`src/rtl/icb_scratch_pkg.sv`:
```
// icb_scratch_pkg
// Shared types and helpers for the ICB scratch-register target.
//   rsp_t      : one queued response {err, rdata}
//   RSP_W      : packed width of rsp_t
//   idxw_f     : register-index width for a given register count
//   byte_merge : byte-masked update of a 32-bit word
package icb_scratch_pkg;

   typedef struct packed {
      logic        err;
      logic [31:0] rdata;
   } rsp_t;

   localparam int RSP_W = $bits(rsp_t);

   // Index width derived from the register count (IDXW = log2(NREG)).
   function automatic int idxw_f(input int nreg);
      return $clog2(nreg);
   endfunction

   function automatic logic [31:0] byte_merge(input logic [31:0] old_word,
                                              input logic [31:0] new_word,
                                              input logic [3:0]  wmask);
      logic [31:0] res;
      res = old_word;
      for (int b = 0; b < 4; b++) begin
         if (wmask[b]) res[8*b +: 8] = new_word[8*b +: 8];
      end
      return res;
   endfunction

endpackage

```
`src/rtl/icb_scratch_rsp_fifo.sv`:
```
// icb_scratch_rsp_fifo
// Synchronous outstanding-response FIFO. Head entry is presented on dout.
// Ports:
//   clk, rst        : clock, synchronous active-high reset
//   push, din       : enqueue (ignored when full)
//   pop             : dequeue head (ignored when empty)
//   dout            : head entry
//   full, empty     : status
//   count           : occupancy, log2(OUTS_DEPTH)+1 bits
module icb_scratch_rsp_fifo #(
   parameter  int OUTS_DEPTH = 2,
   parameter  int WIDTH      = 33,
   localparam int PW         = (OUTS_DEPTH > 1) ? $clog2(OUTS_DEPTH) : 1,
   localparam int CW         = $clog2(OUTS_DEPTH) + 1
) (
   input  logic             clk,
   input  logic             rst,
   input  logic             push,
   input  logic [WIDTH-1:0] din,
   input  logic             pop,
   output logic [WIDTH-1:0] dout,
   output logic             full,
   output logic             empty,
   output logic [CW-1:0]    count
);

   logic [WIDTH-1:0] mem [OUTS_DEPTH];
   logic [PW-1:0]    wr_ptr;
   logic [PW-1:0]    rd_ptr;
   logic             do_push;
   logic             do_pop;

   assign full    = (count == CW'(OUTS_DEPTH));
   assign empty   = (count == '0);
   assign do_push = push & ~full;
   assign do_pop  = pop & ~empty;
   assign dout    = mem[rd_ptr];

   always_ff @(posedge clk) begin
      if (rst) begin
         wr_ptr <= '0;
         rd_ptr <= '0;
         count  <= '0;
         for (int i = 0; i < OUTS_DEPTH; i++) mem[i] <= '0;
      end else begin
         if (do_push) begin
            mem[wr_ptr] <= din;
            wr_ptr      <= (wr_ptr == PW'(OUTS_DEPTH - 1)) ? '0 : wr_ptr + 1'b1;
         end
         if (do_pop) begin
            rd_ptr <= (rd_ptr == PW'(OUTS_DEPTH - 1)) ? '0 : rd_ptr + 1'b1;
         end
         count <= count + CW'(do_push) - CW'(do_pop);
      end
   end

endmodule

```
`src/rtl/icb_scratch_slave.sv`:
```
// icb_scratch_slave
// ICB target backed by NREG 32-bit scratch registers with byte-masked writes
// and an in-order outstanding-response FIFO.
// Optional feature macro: ICB_SCRATCH_ERR_EN
//   defined   : window miss or misaligned address -> err=1, rdata=0, no write
//   undefined : no decode; index from low address bits, err always 0
// Ports:
//   clk, rst                    : clock, synchronous active-high reset
//   icb_cmd_valid/ready         : command handshake
//   icb_cmd_addr/read/wdata/wmask : command payload
//   icb_rsp_valid/ready         : response handshake
//   icb_rsp_err/rdata           : response payload (rdata 0 for writes/errors)
import icb_scratch_pkg::*;

module icb_scratch_slave #(
   parameter int            AW         = 32,
   parameter int            NREG       = 8,
   parameter logic [AW-1:0] BASE_ADDR  = 32'h1000_0000,
   parameter int            OUTS_DEPTH = 2
) (
   input  logic          clk,
   input  logic          rst,
   input  logic          icb_cmd_valid,
   output logic          icb_cmd_ready,
   input  logic [AW-1:0] icb_cmd_addr,
   input  logic          icb_cmd_read,
   input  logic [31:0]   icb_cmd_wdata,
   input  logic [3:0]    icb_cmd_wmask,
   output logic          icb_rsp_valid,
   input  logic          icb_rsp_ready,
   output logic          icb_rsp_err,
   output logic [31:0]   icb_rsp_rdata
);

   localparam int IDXW = idxw_f(NREG);
   localparam int CW   = $clog2(OUTS_DEPTH) + 1;

   logic [31:0]     regs [NREG];
   logic [IDXW-1:0] idx;
   logic            cmd_err;
   logic            accept;
   logic            pop;
   logic            fifo_full;
   logic            fifo_empty;
   logic [CW-1:0]   unused_count;
   rsp_t            push_rsp;
   rsp_t            head_rsp;

   assign idx = icb_cmd_addr[IDXW+1:2];

`ifdef ICB_SCRATCH_ERR_EN
   assign cmd_err = (icb_cmd_addr[AW-1:IDXW+2] != BASE_ADDR[AW-1:IDXW+2]) |
                    (icb_cmd_addr[1:0] != 2'b00);
`else
   // Window aliases over the whole port: upper and byte-offset bits are ignored.
   logic unused_addr;
   assign unused_addr = ^{icb_cmd_addr[AW-1:IDXW+2], icb_cmd_addr[1:0], BASE_ADDR};
   assign cmd_err     = 1'b0;
`endif

   // Ready only reflects registered occupancy; a pop while full frees a slot
   // for the next cycle, not this one.
   assign icb_cmd_ready = ~fifo_full;
   assign accept        = icb_cmd_valid & icb_cmd_ready;
   assign icb_rsp_valid = ~fifo_empty;
   assign pop           = icb_rsp_valid & icb_rsp_ready;

   always_comb begin
      push_rsp.err   = cmd_err;
      push_rsp.rdata = '0;
      if (icb_cmd_read && !cmd_err) push_rsp.rdata = regs[idx];
   end

   always_ff @(posedge clk) begin
      if (rst) begin
         for (int i = 0; i < NREG; i++) regs[i] <= '0;
      end else if (accept && !icb_cmd_read && !cmd_err) begin
         regs[idx] <= byte_merge(regs[idx], icb_cmd_wdata, icb_cmd_wmask);
      end
   end

   icb_scratch_rsp_fifo #(
      .OUTS_DEPTH (OUTS_DEPTH),
      .WIDTH      (RSP_W)
   ) u_rsp_fifo (
      .clk   (clk),
      .rst   (rst),
      .push  (accept),
      .din   (push_rsp),
      .pop   (pop),
      .dout  (head_rsp),
      .full  (fifo_full),
      .empty (fifo_empty),
      .count (unused_count)
   );

   // Gate with valid so an empty FIFO shows zeros rather than a stale head.
   assign icb_rsp_err   = icb_rsp_valid & head_rsp.err;
   assign icb_rsp_rdata = icb_rsp_valid ? head_rsp.rdata : 32'h0;

endmodule
```
`config.mk`:
```
export PLATFORM = sky130hd
export DESIGN_NAME = icb_scratch_slave
export DESIGN_NICKNAME = d
export VERILOG_FILES = /design/src/rtl/icb_scratch_pkg.sv /design/src/rtl/icb_scratch_rsp_fifo.sv /design/src/rtl/icb_scratch_slave.sv
export SDC_FILE = /design/constraint.sdc
export NUM_CORES = 1
export LEC_CHECK = 0
export ABC_AREA = 1
export BUFFER_PORTS_ARGS = -buffer_cell sky130_fd_sc_hd__buf_2
export CORE_MARGIN = 8
export CORE_UTILIZATION = 32
export DETAILED_ROUTE_END_ITERATION = 8
export SYNTH_ARGS = -nofsm -noshare
export SYNTH_HDL_FRONTEND = slang
export SYNTH_HIERARCHICAL = 1
export SYNTH_SLANG_ARGS = --single-unit
```
`constraint.sdc`:
```
create_clock -name clk -period 4.2 [get_ports clk]
set_clock_uncertainty 0.05 [all_clocks]
set_input_delay 0.42 -clock clk [delete_from_list [all_inputs] [get_ports clk]]
set_output_delay 0.42 -clock clk [all_outputs]
set_load 0.05 [all_outputs]
```
### After elaboration in Yosys (flattened, before gate mapping)

Memories as Yosys holds them, arrays and structs flattened. A register that Yosys moved wholly into a read port is not among the register bits.
Cells that the tools add are included.

* register bits: 4
* bits in latches: 0
* RAM bits: 320
* memory bits (read-only): 0
* input port bits: 73
* output and inout port bits: 35
* word-level logic and storage cells: 54
* memories kept: 2

* $add $sub $neg: 4
* $mul: 0
* divide/modulo/power cells: 0
* order comparisons: 0
* eq/ne operators: 1
* shift operators: 0
* multiplexer cells: 32
* bitwise operators: 7
* reductions and logical operators: 5

Memories
* regs: depth 8, bits a word 32, rd ports 1, clocked after Yosys merged registers in 0, wr ports 8, RTL line icb_scratch_slave.sv:38 `logic [31:0] regs [NREG];`
* u_rsp_fifo.mem: depth 2, bits a word 32, rd ports 1, clocked after Yosys merged registers in 1, wr ports 2, RTL line icb_scratch_rsp_fifo.sv:27 `logic [WIDTH-1:0] mem [OUTS_DEPTH];`

Operators by type and width (number)
* two-way mux 32 bit: 4
* two-way mux 8 bit: 12
* OR reduction 32 bit: 2
* two-way mux 1 bit: 15
* AND 1 bit: 4
* two-way mux 3 bit: 1
* adder 1 bit, second input constant: 2
* adder 2 x 1 -> 2 bit: 1
* equality test 2 bit, second input constant: 1
* logical NOT 2 bit: 1
* NOT 1 bit: 2
* subtractor 2 x 1 -> 2 bit: 1
* AND 1 bit, second input constant: 1
* logical AND 1 bit: 1
* logical NOT 1 bit: 1

### Logic depth before layout (Yosys ltp)

* depth in word-level cells: 9
* gate-level depth with buffers: 14
* depth with buffers taken out: 14

### By module

Netlist, hierarchy kept.

By module, submodules not included
* icb_scratch_slave: times used 1, cells each 1452, area each 12455.7 sq um
* icb_scratch_rsp_fifo: times used 1, cells each 249, area each 3169.3 sq um

### Least setup slack after synthesis

No wires, ideal clock.

* path kind: in2reg
* start: input port icb_cmd_addr[4]
* end: memory regs[4][0] (enable)
* library setup time: 389 ps
* arrival time: 2184 ps
* path slack: 1577 ps
* stages on the path: 7
* cell sequence: clkbuf_2 -> clkinv_1 -> nor2_2 -> buf_4 -> nand3_1 -> clkbuf_1 -> nand2_1

RTL lines
* from (decl): RTL line icb_scratch_slave.sv:25 `input logic [AW-1:0] icb_cmd_addr,`
* to (decl): RTL line icb_scratch_slave.sv:38

==> impl_metrics.py <==
metrics = {
    "floorplanning": {
        "fp.dieArea_sq_mm": 0.05615,
        "fp-row-count": 81,
        "die_w_um": 237.0,
        "core_area_sq_mm": 0.04855,
        "start_util": 0.3219,
        "dieHeight_um": 237.0,
        "ios": 108,
    },
    "critical_path": {
        "end_kind": "output pin",
        "critPathMaxStageDelay_ps": 770,
        "criticalPathCategory": "reg2out",
        "cp.required_ps": 3730,
        "worstPathArrival_ps": 2430,
        "crit_fanout": 19,
        "cp_cell_sequence": "buf_4 -> mux2_2 -> inv_1 -> nor2_1 -> buf_2",
        "crit_slowest_cell": "dfxtp_1",
        "start_kind": "register",
    },
    "synthesis": {
        "synth_xor_area_frac": 0,
        "synth_compound_area_frac": 0.01137,
        "synth_warnings": 6,
        "synth_mux_area_frac": 0.02378,
        "avgSynthCellArea_sq_um": 9.186,
        "synth_cell_types": 27,
        "synthesis.area_sq_mm": 0.01562,
        "synthArstFlopShare": 0,
        "synth_most_common_cell": "nand2_1",
        "synthTopCellsByArea": "edfxtp_1 62%, nand2_1 15%, nor2_1 8.7%",
        "synth_top_area_cell": "edfxtp_1",
        "yosysTopAreaCellShare": 0.6188,
        "synth-adder-area-share": 0.001602,
        "synthFlopType": "edfxtp_1",
        "synth_simple_gate_area_share": 0.2849,
        "synth_top_family_by_area": "simple AND/OR/NAND/NOR gates",
        "synth_edf_count": 322,
        "synthCells": 1701,
        "syn_nets": 1776,
        "ys_ff_latch": 327,
        "synthTopCellsByCount": "633 x nand2_1, 362 x nor2_1, 322 x edfxtp_1",
        "yosysSeqAreaShare": 0.6252,
    },
    "min_path": {
        "hp-class": "in2reg",
    },
    "placement": {
        "gp_congestion": 0.7733,
        "dp_hpwl_um": 23650,
        "placed_cell_area_sq_mm": 0.01663,
        "placement.io_buffers": 78,
    },
    "clock_tree": {
        "cts_tree": "yes",
        "clock-root-buffer": "clkbuf_16",
        "cts_resized": 0,
        "path_clk_slew_ps": 60,
        "clock_path_buffers": 3,
        "clkLatencyLatePin_ps": 520,
        "ctsHoldBuffers": 0,
        "cts_num_sinks": 327,
        "post_cts_buffers": 0,
        "cts_buffers": 34,
        "htree_levels": 2,
    },
    "grt": {
        "grtUsageTotal": 0.1428,
        "grt_pass1_wl_um": 63050,
        "antenna_found_initial": 0,
        "grt_pass1_vias": 11210,
        "grt_overflow": 0,
        "grt_max_degree": 78,
    },
    "final_layout": {
        "finalNetCount": 1829,
        "multi_input_area_sq_mm": 0.005032,
        "seqCellArea_sq_mm": 0.009769,
        "area_delta_synth_final_pct": 13.21,
        "design_area_sq_mm": 0.01769,
        "drive_gt1_frac": 0.1362,
        "diodes": 0,
        "fillers": 4870,
    },
    "timing": {
        "finalSetupViolCount": 0,
        "finalCritPeriodShare": 0.6908,
        "fin_tns_setup_ps": 0,
        "final_hold_viol_count": 0,
        "worst_pin_slew_ps": 1223,
        "period_needed_ps": 2901,
        "finalMaxSlewViolations": 0,
        "clock.fmax_mhz": 344.7,
        "maxSlewHeadroom": 0.1847,
        "rsz0062_at_grt": "false",
    },
    "routing": {
        "viasPerCell": 4.763,
        "via_count": 11430,
        "drt-pass1-iter-count": 5,
        "detail_route.wl_per_cell_um": 17.00,
        "ant_nets": 0,
        "drc": 0,
        "drtIter0Drc": 933,
        "wirelength_um": 40790,
    },
    "outcome": {
        "outcome": "finished, final reports clean",
    },
    "pwr": {
        "leakage_nw": 7.455,
        "ir_drop_v": 0.0001956,
        "totalPowerFinal_w": 0.008219,
        "powerDensity_mw_per_mm2": 464.6,
    },
    "flow_run": {
        "max_cap_viol_count": 0,
    },
}
==> kinds of logic (layout without fill, tap and decap cells) <==
| family | Yosys count | count (layout) |
|---|---|---|
| flip-flops | 327 | 327 |
| adder cells (fa/ha/maj) | 2 | 2 |
| buffers and inverters | 191 | 267 |
| AND/OR/NAND/NOR | 1112 | 1112 |
| multiplexers | 33 | 33 |
| AO/OA/AOI/OAI | 35 | 35 |
| other | 1 | 1 |
==> placed cells by master, fill, tap and decap left out, drive strengths merged, types with 32 or more instances in the layout <==
master / instances
nand2: 634
nor2: 374
edfxtp: 322
buf: 115
inv: 90
nand3: 52
clkbuf: 39
a21oi: 33
mux2: 33
or2: 32
==> state kept, by name, indices dropped and copies added (netlist names), named ones only <==
register and flops:
u_rsp_fifo/wr_ptr 1, u_rsp_fifo/mem 66, u_rsp_fifo/count 2, u_rsp_fifo/rd_ptr 1, regs 256
==> layer usage <==
| layer | GRT usage | routed length, um | share of wire |
|---|---|---|---|
| met3 | 0.01965 | 2376 | 0.058 |
| met5 | 0 | 0 | 0 |
| met4 | 0.05168 | 1207 | 0.030 |
| met1 | 0.1847 | 17700 | 0.43 |
| met2 | 0.2419 | 19500 | 0.48 |
==> path summary, 6_finish.rpt <==
check / from / end / slack, ps / cells after the start
max: register / icb_rsp_rdata[12] / 1300 / 5
min: rst / u_rsp_fifo/count[0] / 130 / 2
max reg2reg: u_rsp_fifo/count[0] / regs[4][30] / 1390 / 7
min reg2reg: u_rsp_fifo/rd_ptr / register / 450 / 2
==> through the flow <==
step / instances / setup WS, ps / utilization / hold WS, ps
after floorplan: 1701 / 1577 / - / 417.5
after global placement: 2340 / 1253 / 0.3425 / 431.5
after detailed placement: 2340 / 1255 / 0.3425 / 446.9
after CTS: 2399 / 1213 / 0.3644 / 107.0
after global routing: 2399 / 1129 / 0.3644 / 132.7
final: 2399 / 1299 / 0.3644 / 127.7
==> power breakdown <==
group	leakage, nW	total [W]	internal [W]	switching [W]
sequential	3.38	0.00385	0.00378	0.0000681
combinational	3.55	0.00144	0.000352	0.00109
clock	0.525	0.00293	0.00170	0.00122
total	7.45	0.00822	0.00584	0.00238
==> critical path: cells and delay by family (launching register included) <==
kind | cells | cell delay [ps]
AND/OR/NAND/NOR | 1 | 40
buffers and inverters | 3 | 700
multiplexers | 1 | 380
flip-flops | 1 | 770
==> layout make-up <==
cell class                 count  share of cell area
tap                          622             0.04399
sequential                   327              0.5523
inverter                      93             0.01980
clock buffer                  39             0.05036
multi-input combinational   1183              0.2845
timing repair buffer         115             0.03933
clock inverter                20            0.009761
(Power assumes the default switching activity.)
